[config.mk]
export PLATFORM = sky130hd
export DESIGN_NAME = wb_commit
export DESIGN_NICKNAME = d
export VERILOG_FILES = /design/src/rtl/wb_commit.sv
export SDC_FILE = /design/constraint.sdc
export NUM_CORES = 1
export LEC_CHECK = 0
export ABC_CLOCK_PERIOD_IN_PS = 2200
export CAP_MARGIN = 20
export CORE_AREA = 2 2 160 162
export CTS_CLUSTER_DIAMETER = 100
export DETAILED_ROUTE_END_ITERATION = 10
export DIE_AREA = 0 0 162 164
export PLACE_DENSITY = 0.67
export SKIP_CTS_REPAIR_TIMING = 1
export SYNTH_ARGS = -nofsm -noshare
export SYNTH_HDL_FRONTEND = slang
export SYNTH_SLANG_ARGS = --single-unit
export TNS_END_PERCENT = 10
[constraint.sdc]
create_clock -name clk -period 2.2 [get_ports clk]
set_clock_uncertainty 0.1 [all_clocks]
set_input_delay 0.22 -clock clk [delete_from_list [all_inputs] [get_ports clk]]
set_output_delay 0.22 -clock clk [all_outputs]
set_load 0.1 [all_outputs]
[src/rtl/wb_commit.sv]
// Writeback/commit stage: selects the register-file write value, performs the CSR
// write handshake with stall and timeout, and tracks forwarding, instret and retire PC.
module wb_commit #(
  parameter int CSR_TIMEOUT = 16,
  parameter int CNT_W       = 8
) (
  input  logic        clk,
  input  logic        nrst,
  input  logic        wb_valid,
  input  logic [31:0] dmem_dataout,
  input  logic [31:0] result,
  input  logic [4:0]  rd,
  input  logic [2:0]  wb_src,
  input  logic [31:0] pc,
  input  logic [15:0] csr_op,
  input  logic [31:0] csr_dataout,
  input  logic [31:0] csr_result,
  input  logic        csr_wr_ready,
  output logic        rf_we,
  output logic [4:0]  rf_waddr,
  output logic [31:0] rf_wdata,
  output logic        csr_wr_valid,
  output logic [11:0] csr_wr_addr,
  output logic [31:0] csr_wr_data,
  output logic        wb_stall,
  output logic        csr_err,
  output logic        fwd_valid,
  output logic [4:0]  fwd_rd,
  output logic [31:0] fwd_data,
  output logic [63:0] instret,
  output logic [31:0] retire_pc
);

  typedef enum logic {IDLE, WAIT} state_t;

  localparam logic [CNT_W-1:0] TIMEOUT_CNT = CNT_W'(CSR_TIMEOUT);
  localparam logic [CNT_W-1:0] CNT_MAX     = '1;

  state_t           state, state_nxt;
  logic [CNT_W-1:0] wait_cnt, wait_cnt_nxt;
  logic [31:0]      wdata;
  logic             needs_csr, timed_out, abort, commit, src_writes;
  logic             unused_csr_rsvd;

  function automatic logic [31:0] sel_wdata(input logic [2:0]  src,
                                            input logic [31:0] res,
                                            input logic [31:0] dmem,
                                            input logic [31:0] ipc,
                                            input logic [31:0] csr_old);
    case (src)
      3'd1:    sel_wdata = res;
      3'd2:    sel_wdata = dmem;
      3'd3:    sel_wdata = ipc + 32'd4;
      3'd4:    sel_wdata = csr_old;
      default: sel_wdata = 32'd0;
    endcase
  endfunction

  assign unused_csr_rsvd = ^csr_op[3:1];

  always_comb begin
    wdata      = sel_wdata(wb_src, result, dmem_dataout, pc, csr_dataout);
    src_writes = (wb_src >= 3'd1) && (wb_src <= 3'd4);
    needs_csr  = wb_valid & csr_op[0];
    // wait_cnt reaches CSR_TIMEOUT exactly on the (CSR_TIMEOUT+1)th cycle of a stalled instruction
    timed_out  = (CSR_TIMEOUT != 0) && (wait_cnt == TIMEOUT_CNT);
    abort      = needs_csr & ~csr_wr_ready & timed_out;
    commit     = wb_valid & (~needs_csr | csr_wr_ready | abort);

    csr_wr_valid = needs_csr & ~abort;
    csr_wr_addr  = csr_op[15:4];
    csr_wr_data  = csr_result;
    wb_stall     = wb_valid & ~commit;
    rf_we        = commit & src_writes & (rd != 5'd0);
    rf_waddr     = rd;
    rf_wdata     = wdata;
  end

  always_comb begin
    state_nxt    = state;
    wait_cnt_nxt = wait_cnt;
    case (state)
      IDLE: begin
        if (wb_stall) begin
          state_nxt    = WAIT;
          wait_cnt_nxt = CNT_W'(1);
        end else begin
          wait_cnt_nxt = '0;
        end
      end
      WAIT: begin
        if (wb_stall) begin
          wait_cnt_nxt = (wait_cnt == CNT_MAX) ? wait_cnt : wait_cnt + CNT_W'(1);
        end else begin
          state_nxt    = IDLE;
          wait_cnt_nxt = '0;
        end
      end
      default: begin
        state_nxt    = IDLE;
        wait_cnt_nxt = '0;
      end
    endcase
  end

  always_ff @(posedge clk or negedge nrst) begin
    if (!nrst) begin
      state    <= IDLE;
      wait_cnt <= '0;
      csr_err  <= 1'b0;
    end else begin
      state    <= state_nxt;
      wait_cnt <= wait_cnt_nxt;
      csr_err  <= abort;
    end
  end

  // Commit-side state: forwarding latch, retire counter and last retired PC
  always_ff @(posedge clk or negedge nrst) begin
    if (!nrst) begin
      fwd_valid <= 1'b0;
      fwd_rd    <= 5'd0;
      fwd_data  <= 32'd0;
      instret   <= 64'd0;
      retire_pc <= 32'd0;
    end else if (commit) begin
      instret   <= instret + 64'd1;
      retire_pc <= pc;
      fwd_valid <= rf_we;
      if (rf_we) begin
        fwd_rd   <= rd;
        fwd_data <= wdata;
      end
    end else if (!wb_valid) begin
      fwd_valid <= 1'b0;
    end
  end

endmodule

After elaboration in Yosys (flattened, before gate mapping). Cells that the tools add are included.

Muxes and demuxes: 8. Reductions and logical operators: 3. Shift-type cells: 0. Add/subtract/negate cells: 3. Div/mod/pow operators: 0. Eq/ne operators: 8. Bitwise operators: 15. $mul: 0. Order comparisons: 2.

Operators with widths (count): $pmux 32 s4 (1); $add 64x1->64 const B (1); $add 32x3->32 const B (1); $mux 8 (2); $pmux 8 s2 (1); $add 8x1->8 const B (1); $and 1x1->1 (8); $eq 8x5->1 const B (1); $eq 8x8->1 const B (1); $eq 3x2->1 const B (2); $not 1->1 (5); $reduce_bool 5->1 (1); $mux 1 (4); $eq 3x1->1 const B (1); $eq 3x3->1 const B (1); $ge 3x1->1 const B (1); $le 3x3->1 const B (1); $ne 3x3->1 const B (1); $ne 2x1->1 const B (1); $or 1x1->1 (2); $reduce_and 2->1 (1); $logic_and 1x1->1 (1).

Bits in latches: 0. Memories kept: 0. Output and inout port bits: 219. RAM bits: 0. Input port bits: 188. Bits in read-only memories: 0. Word-level logic and storage cells: 47. Bits in registers: 144.

Logic depth before layout (Yosys ltp).
Depth after elaboration: 9. Mapped depth: 9. Depth with buffers taken out: 7.

Worst setup path before layout. OpenSTA, ideal clock, no wires.

Kind: input -> register. From: in wb_src[2]. To: reg fwd_data[13]. Cell stages on the path: 6. Buffers on the path: 3. Data required time: 2020 ps. Slack: -1582 ps. Setup time: 80 ps. Data arrival time: 3602 ps. Cell sequence: clkbuf_1 > nand3b_1 > clkbuf_1 > clkbuf_1 > o21ai_0 > mux2_2.

Elaborated cells on any way between the ends: 11. Classes of those cells: order compare (2); eq/ne (4); mux (1); bitwise (2); reduce/logical (2).

RTL lines: start: declaration (RTL line 13) `input logic [2:0] wb_src,`; $eq 3x3->1, or another cell as far along (RTL line 50) `case (src)`; $pmux 32 s4 (*) (RTL line 50); net rf_wdata[13] (RTL line 21) `output logic [31:0] rf_wdata,`; end signal: assignment (RTL line 132) `fwd_data <= wdata;`; end: declaration (RTL line 29) `output logic [31:0] fwd_data,`.

The timed path passes the listed nets; every way through them passes the cells marked *. A chain may end at the register's enable or synchronous reset.

Worst setup path after layout.
From: reg wait_cnt[1]. To: out rf_we.

Word-level cells in the longest chain between the ends: 6.

Ends and longest elaborated chain: start: declaration (RTL line 40) `logic [CNT_W-1:0] wait_cnt, wait_cnt_nxt;`; start signal: assignment (RTL line 113) `wait_cnt <= wait_cnt_nxt;`; $eq 8x5->1 (RTL line 66) `timed_out = (CSR_TIMEOUT != 0) && (wait_cnt == TIMEOUT_CNT);`; $and 1x1->1 (RTL line 67) `abort = needs_csr & ~csr_wr_ready & timed_out;`; $or 1x1->1 (RTL line 68) `commit = wb_valid & (~needs_csr | csr_wr_ready | abort);`; $and 1x1->1 (RTL line 68); $and 1x1->1 (2 in series) (RTL line 74) `rf_we = commit & src_writes & (rd != 5'd0);`; end: declaration (RTL line 19) `output logic rf_we,`.

No other way between the ends.

==> impl_results.rst <==
.. list-table::
   :header-rows: 1

   * - Metric
     - Value
   * - Run status
     - finished with violations
   * - Violations in the final reports
     - negative setup slack
   * - Sum of routed wire length over all layers
     - a little over 30,000 um
   * - Cell depth of the worst flop-to-flop path
     - 8
   * - Post-layout min period
     - around 2400 ps
   * - Syn_area_per_cell
     - about 9.6 um^2
   * - Routed wire per std cell
     - 19.1 um
   * - CP endpoint kind
     - primary output
   * - Antenna viol nets, final
     - 0
   * - CTS tree
     - built
   * - Die height
     - ~160 um
   * - Last element of the critical path
     - rf_we
   * - # rows
     - 58
   * - Vias post-DR
     - 8,183
   * - Final hold vios
     - 0
   * - Area taken by multi-input logic gates
     - approximately 4500 um^2
   * - PD cells
     - between 700 and 800 nW/um^2
   * - Cell type of the slowest stage on the worst timing path
     - sky130_fd_sc_hd__dfrtp_1
   * - Layout Area Growth over Synthesis
     - 73.2%
   * - Data required time at the worst endpoint
     - about 1900 ps
   * - CP Buf/Inv Count
     - 3
   * - Crit-path cells
     - inv_2 > ha_4 > nor4b_4 > a22o_1 > o311a_4 > buf_6 > buf_12
   * - Sequential cell area
     - 3690 um^2
   * - Number of sinks handled by clock tree synthesis
     - approximately 140
   * - Number of flops mapped to enable cells by yosys
     - 0
   * - Top flip-flop cell by instance count after synthesis
     - sky130_fd_sc_hd__dfrtp_1
   * - Area of the core region
     - between 20,000 and 25,000 um^2
   * - Number of nets produced by synthesis
     - ~1,000
   * - Fin Setup TNS
     - -7630 ps
   * - Number of max-cap violations
     - 0
   * - Capture point of the worst reg-to-reg path
     - fwd_data[2]$_DFFE_PN0P_
   * - Initial antenna violation count
     - 4
   * - Aggregate global-route resource usage
     - 0.224
   * - Count of input and output buffers
     - 315
   * - TritonCTS Buffers
     - 17
   * - Path length in cells of the critical path
     - 7
   * - Maximum fanout along the worst path
     - 3
   * - Post-Route Utilization
     - 0.561
   * - Startpoint of the most critical register-to-register path
     - wait_cnt[1]$_DFFE_PN0P_
   * - Final RePlAce weighted congestion
     - about 0.84
   * - HP Class
     - input pin to register
   * - Clock slew seen by the registers of the worst setup and hold paths
     - approximately 70 ps
   * - Instance area after placement
     - between 10,000 and 15,000 um^2
   * - Measured slew at the worst slew-check pin
     - about 510 ps
   * - Class of the most critical setup path
     - register to primary output
   * - Layout filler cell count
     - 2,244
   * - Post-place setup slack
     - -835 ps
   * - Startpoint type of the worst setup path
     - register
   * - Design Area, Final
     - 13,900 um^2
   * - Maximum vdd ir drop
     - 0.000522 V
   * - Remaining global-route overflow
     - 0
   * - Worst hold slack
     - 6.89 ps
   * - DPL Wire Length
     - approximately 24,000 um
   * - Register bit total from synthesis
     - ~140
   * - Cell area after synthesis
     - between 8000 and 9000 um^2
   * - CTS H-tree lvls
     - 4
   * - First-iteration detailed-routing DRC count
     - 393
   * - Tightest slew margin relative to the limit
     - 0.660
   * - Max clock buf depth
     - 2
   * - Yosys warnings
     - 0
   * - Maximum number of pins on one net before global-route repair
     - 52
   * - Worst stage delay on the critical path
     - 390 ps
   * - Skew-Pair Late Insertion Delay
     - around 420 ps
   * - Mapped Cells
     - between 800 and 900
   * - Unrepaired setup endpoints after global routing
     - yes
   * - Buffer type at the clock tree root
     - sky130_fd_sc_hd__clkbuf_16
   * - Starting Density
     - 0.324
   * - Count of cell types in the netlist
     - 60
   * - Via density per instance
     - between 5 and 6
   * - Router iterations before antenna repair
     - 5
   * - Setup ws final
     - -225 ps
   * - Post-synth ARST share
     - 1.00
   * - Wire length of the first global-routing pass
     - between 40,000 and 50,000 um
   * - Die footprint
     - roughly 27,000 um^2
   * - Number of top-level pins
     - 407
   * - Final setup vio count
     - between 60 and 70
   * - Sequential fraction of the synthesis area
     - 0.448
   * - Number of pins exceeding their max-slew limit in the final report
     - 0
   * - Register-to-register setup slack
     - -170 ps
   * - Final period util
     - 1.10
   * - Timing-limited maximum frequency
     - roughly 410 MHz
   * - Worst Path Arrival
     - between 2000 and 2500 ps
   * - Launching instance or port of the critical path
     - wait_cnt[1]$_DFFE_PN0P_
   * - Fraction of final layout cells sized beyond drive strength 1
     - 0.459
   * - Vias in the first global route
     - a little over 8,000
   * - Leak pwr
     - about 6.3 nW
   * - Family with the most delay on the worst path
     - compound AO/OA/AOI/OAI gates
   * - Total Nets Final
     - between 1,000 and 1,500
   * - DRC viols
     - 0
   * - Width of the die
     - 162 um
## power by group
| part | total (mW) | switching [mW] | internal (mW) |
|---|---|---|---|
| Sequential | 3.13 | 0.193 | 2.94 |
| Combinational | 4.72 | 3.39 | 1.33 |
| Clock | 2.92 | 1.29 | 1.63 |
## stage by stage
stage	power [mW]	cells
2_1_floorplan	6.69	842
3_3_place_gp	7.85	1562
3_5_place_dp	7.87	1562
4_1_cts	10.8	1594
5_1_grt	11.1	1616
6_report	10.8	1616
## logic make-up after synthesis
family / count (synthesis) / synth area share
AOI/OAI and AO/OA: 107 / 0.0997
xor gates and xnor gates: 79 / 0.0860
adders and majority gates: 4 / 0.00622
buffers and inverters: 104 / 0.0722
DFF: 144 / 0.448
muxes: 41 / 0.0566
and+or+nand+nor: 363 / 0.231
## cells in the mapped netlist (5+ instances only)
| library cell | number | area [um^2] |
|---|---|---|
| sky130_fd_sc_hd__dfrtp_1 | 144 | 3600 |
| sky130_fd_sc_hd__nand2_1 | 139 | 522 |
| sky130_fd_sc_hd__xnor2_1 | 51 | 447 |
| sky130_fd_sc_hd__buf_4 | 49 | 368 |
| sky130_fd_sc_hd__nand3_1 | 49 | 245 |
| sky130_fd_sc_hd__nor2_1 | 39 | 146 |
| sky130_fd_sc_hd__nand4_1 | 38 | 238 |
| sky130_fd_sc_hd__mux2_2 | 36 | 405 |
| sky130_fd_sc_hd__a22oi_1 | 32 | 240 |
| sky130_fd_sc_hd__clkbuf_1 | 31 | 116 |
| sky130_fd_sc_hd__xor2_1 | 28 | 245 |
| sky130_fd_sc_hd__nor3_1 | 21 | 105 |
| sky130_fd_sc_hd__and3_1 | 15 | 93.8 |
| sky130_fd_sc_hd__inv_1 | 14 | 52.6 |
| sky130_fd_sc_hd__or4_1 | 13 | 97.6 |
| sky130_fd_sc_hd__a2bb2oi_1 | 12 | 105 |
| sky130_fd_sc_hd__o21ai_0 | 12 | 60.1 |
| sky130_fd_sc_hd__and4_1 | 9 | 78.8 |
| sky130_fd_sc_hd__nor4_1 | 9 | 56.3 |
| sky130_fd_sc_hd__a31oi_1 | 8 | 50.1 |
| sky130_fd_sc_hd__o211ai_1 | 8 | 60.1 |
| sky130_fd_sc_hd__nor2b_1 | 7 | 43.8 |
| sky130_fd_sc_hd__o221ai_1 | 7 | 61.3 |
| sky130_fd_sc_hd__o22ai_1 | 6 | 37.5 |
| sky130_fd_sc_hd__buf_1 | 5 | 18.8 |
| sky130_fd_sc_hd__mux2i_1 | 5 | 50.1 |
## how the worst min path moves through the flow
stage	start	end	slack, ps	depth (start not counted)
global placement	nrst	fwd_data[16]$_DFFE_PN0P_	100	1
floorplan	nrst	csr_err$_DFF_PN0_	-180	0
global route	pc[3]	retire_pc[3]$_DFFE_PN0P_	10	4
CTS	nrst	fwd_data[16]$_DFFE_PN0P_	-360	1
detailed placement	nrst	fwd_data[28]$_DFFE_PN0P_	100	1
finish	pc[26]	retire_pc[26]$_DFFE_PN0P_	7	4
## cell usage in the layout, fill, tap and decap left out, drive strengths merged, types with 13 or more instances in the layout
master           n
clkbuf          26
clkdlybuf4s50  109
and3            15
nor2            39
nand3           49
nor3            23
dfrtp          144
nand4           39
buf            369
inv             22
xnor2           51
xor2            28
a22oi           32
mux2            36
or4             13
nand2          139
## sequential cells by signal (all words and copies together), names as in the netlist
register	flops
retire_pc	32
fwd_rd	5
fwd_data	32
csr_err	1
wait_cnt	8
state	1
instret	64
fwd_valid	1
## layout make-up
cell class	instances	share of cell area
tap	330	0.0296
timing repair buffer	498	0.338
multi-input combinational	594	0.321
inverter	14	0.00377
sequential	144	0.265
antenna	4	0.000718
clock buffer	18	0.0315
clock inverter	14	0.0103
## routing by layer
metal | track usage | vias up | wire [um]
met4 | 0.102 | 0 | 1050
li1 | - | 3833 | -
met3 | 0.0611 | 69 | 2090
met1 | 0.255 | 3987 | 11700
met2 | 0.394 | 294 | 16000
met5 | 0 | - | 0
## tightest hold or removal path, stage by stage
cell	delay (ps)
sky130_fd_sc_hd__clkbuf_2	90
sky130_fd_sc_hd__buf_4	110
sky130_fd_sc_hd__nand2_1	40
sky130_fd_sc_hd__nand2_1	50
Power figures use the tool's default switching activity.
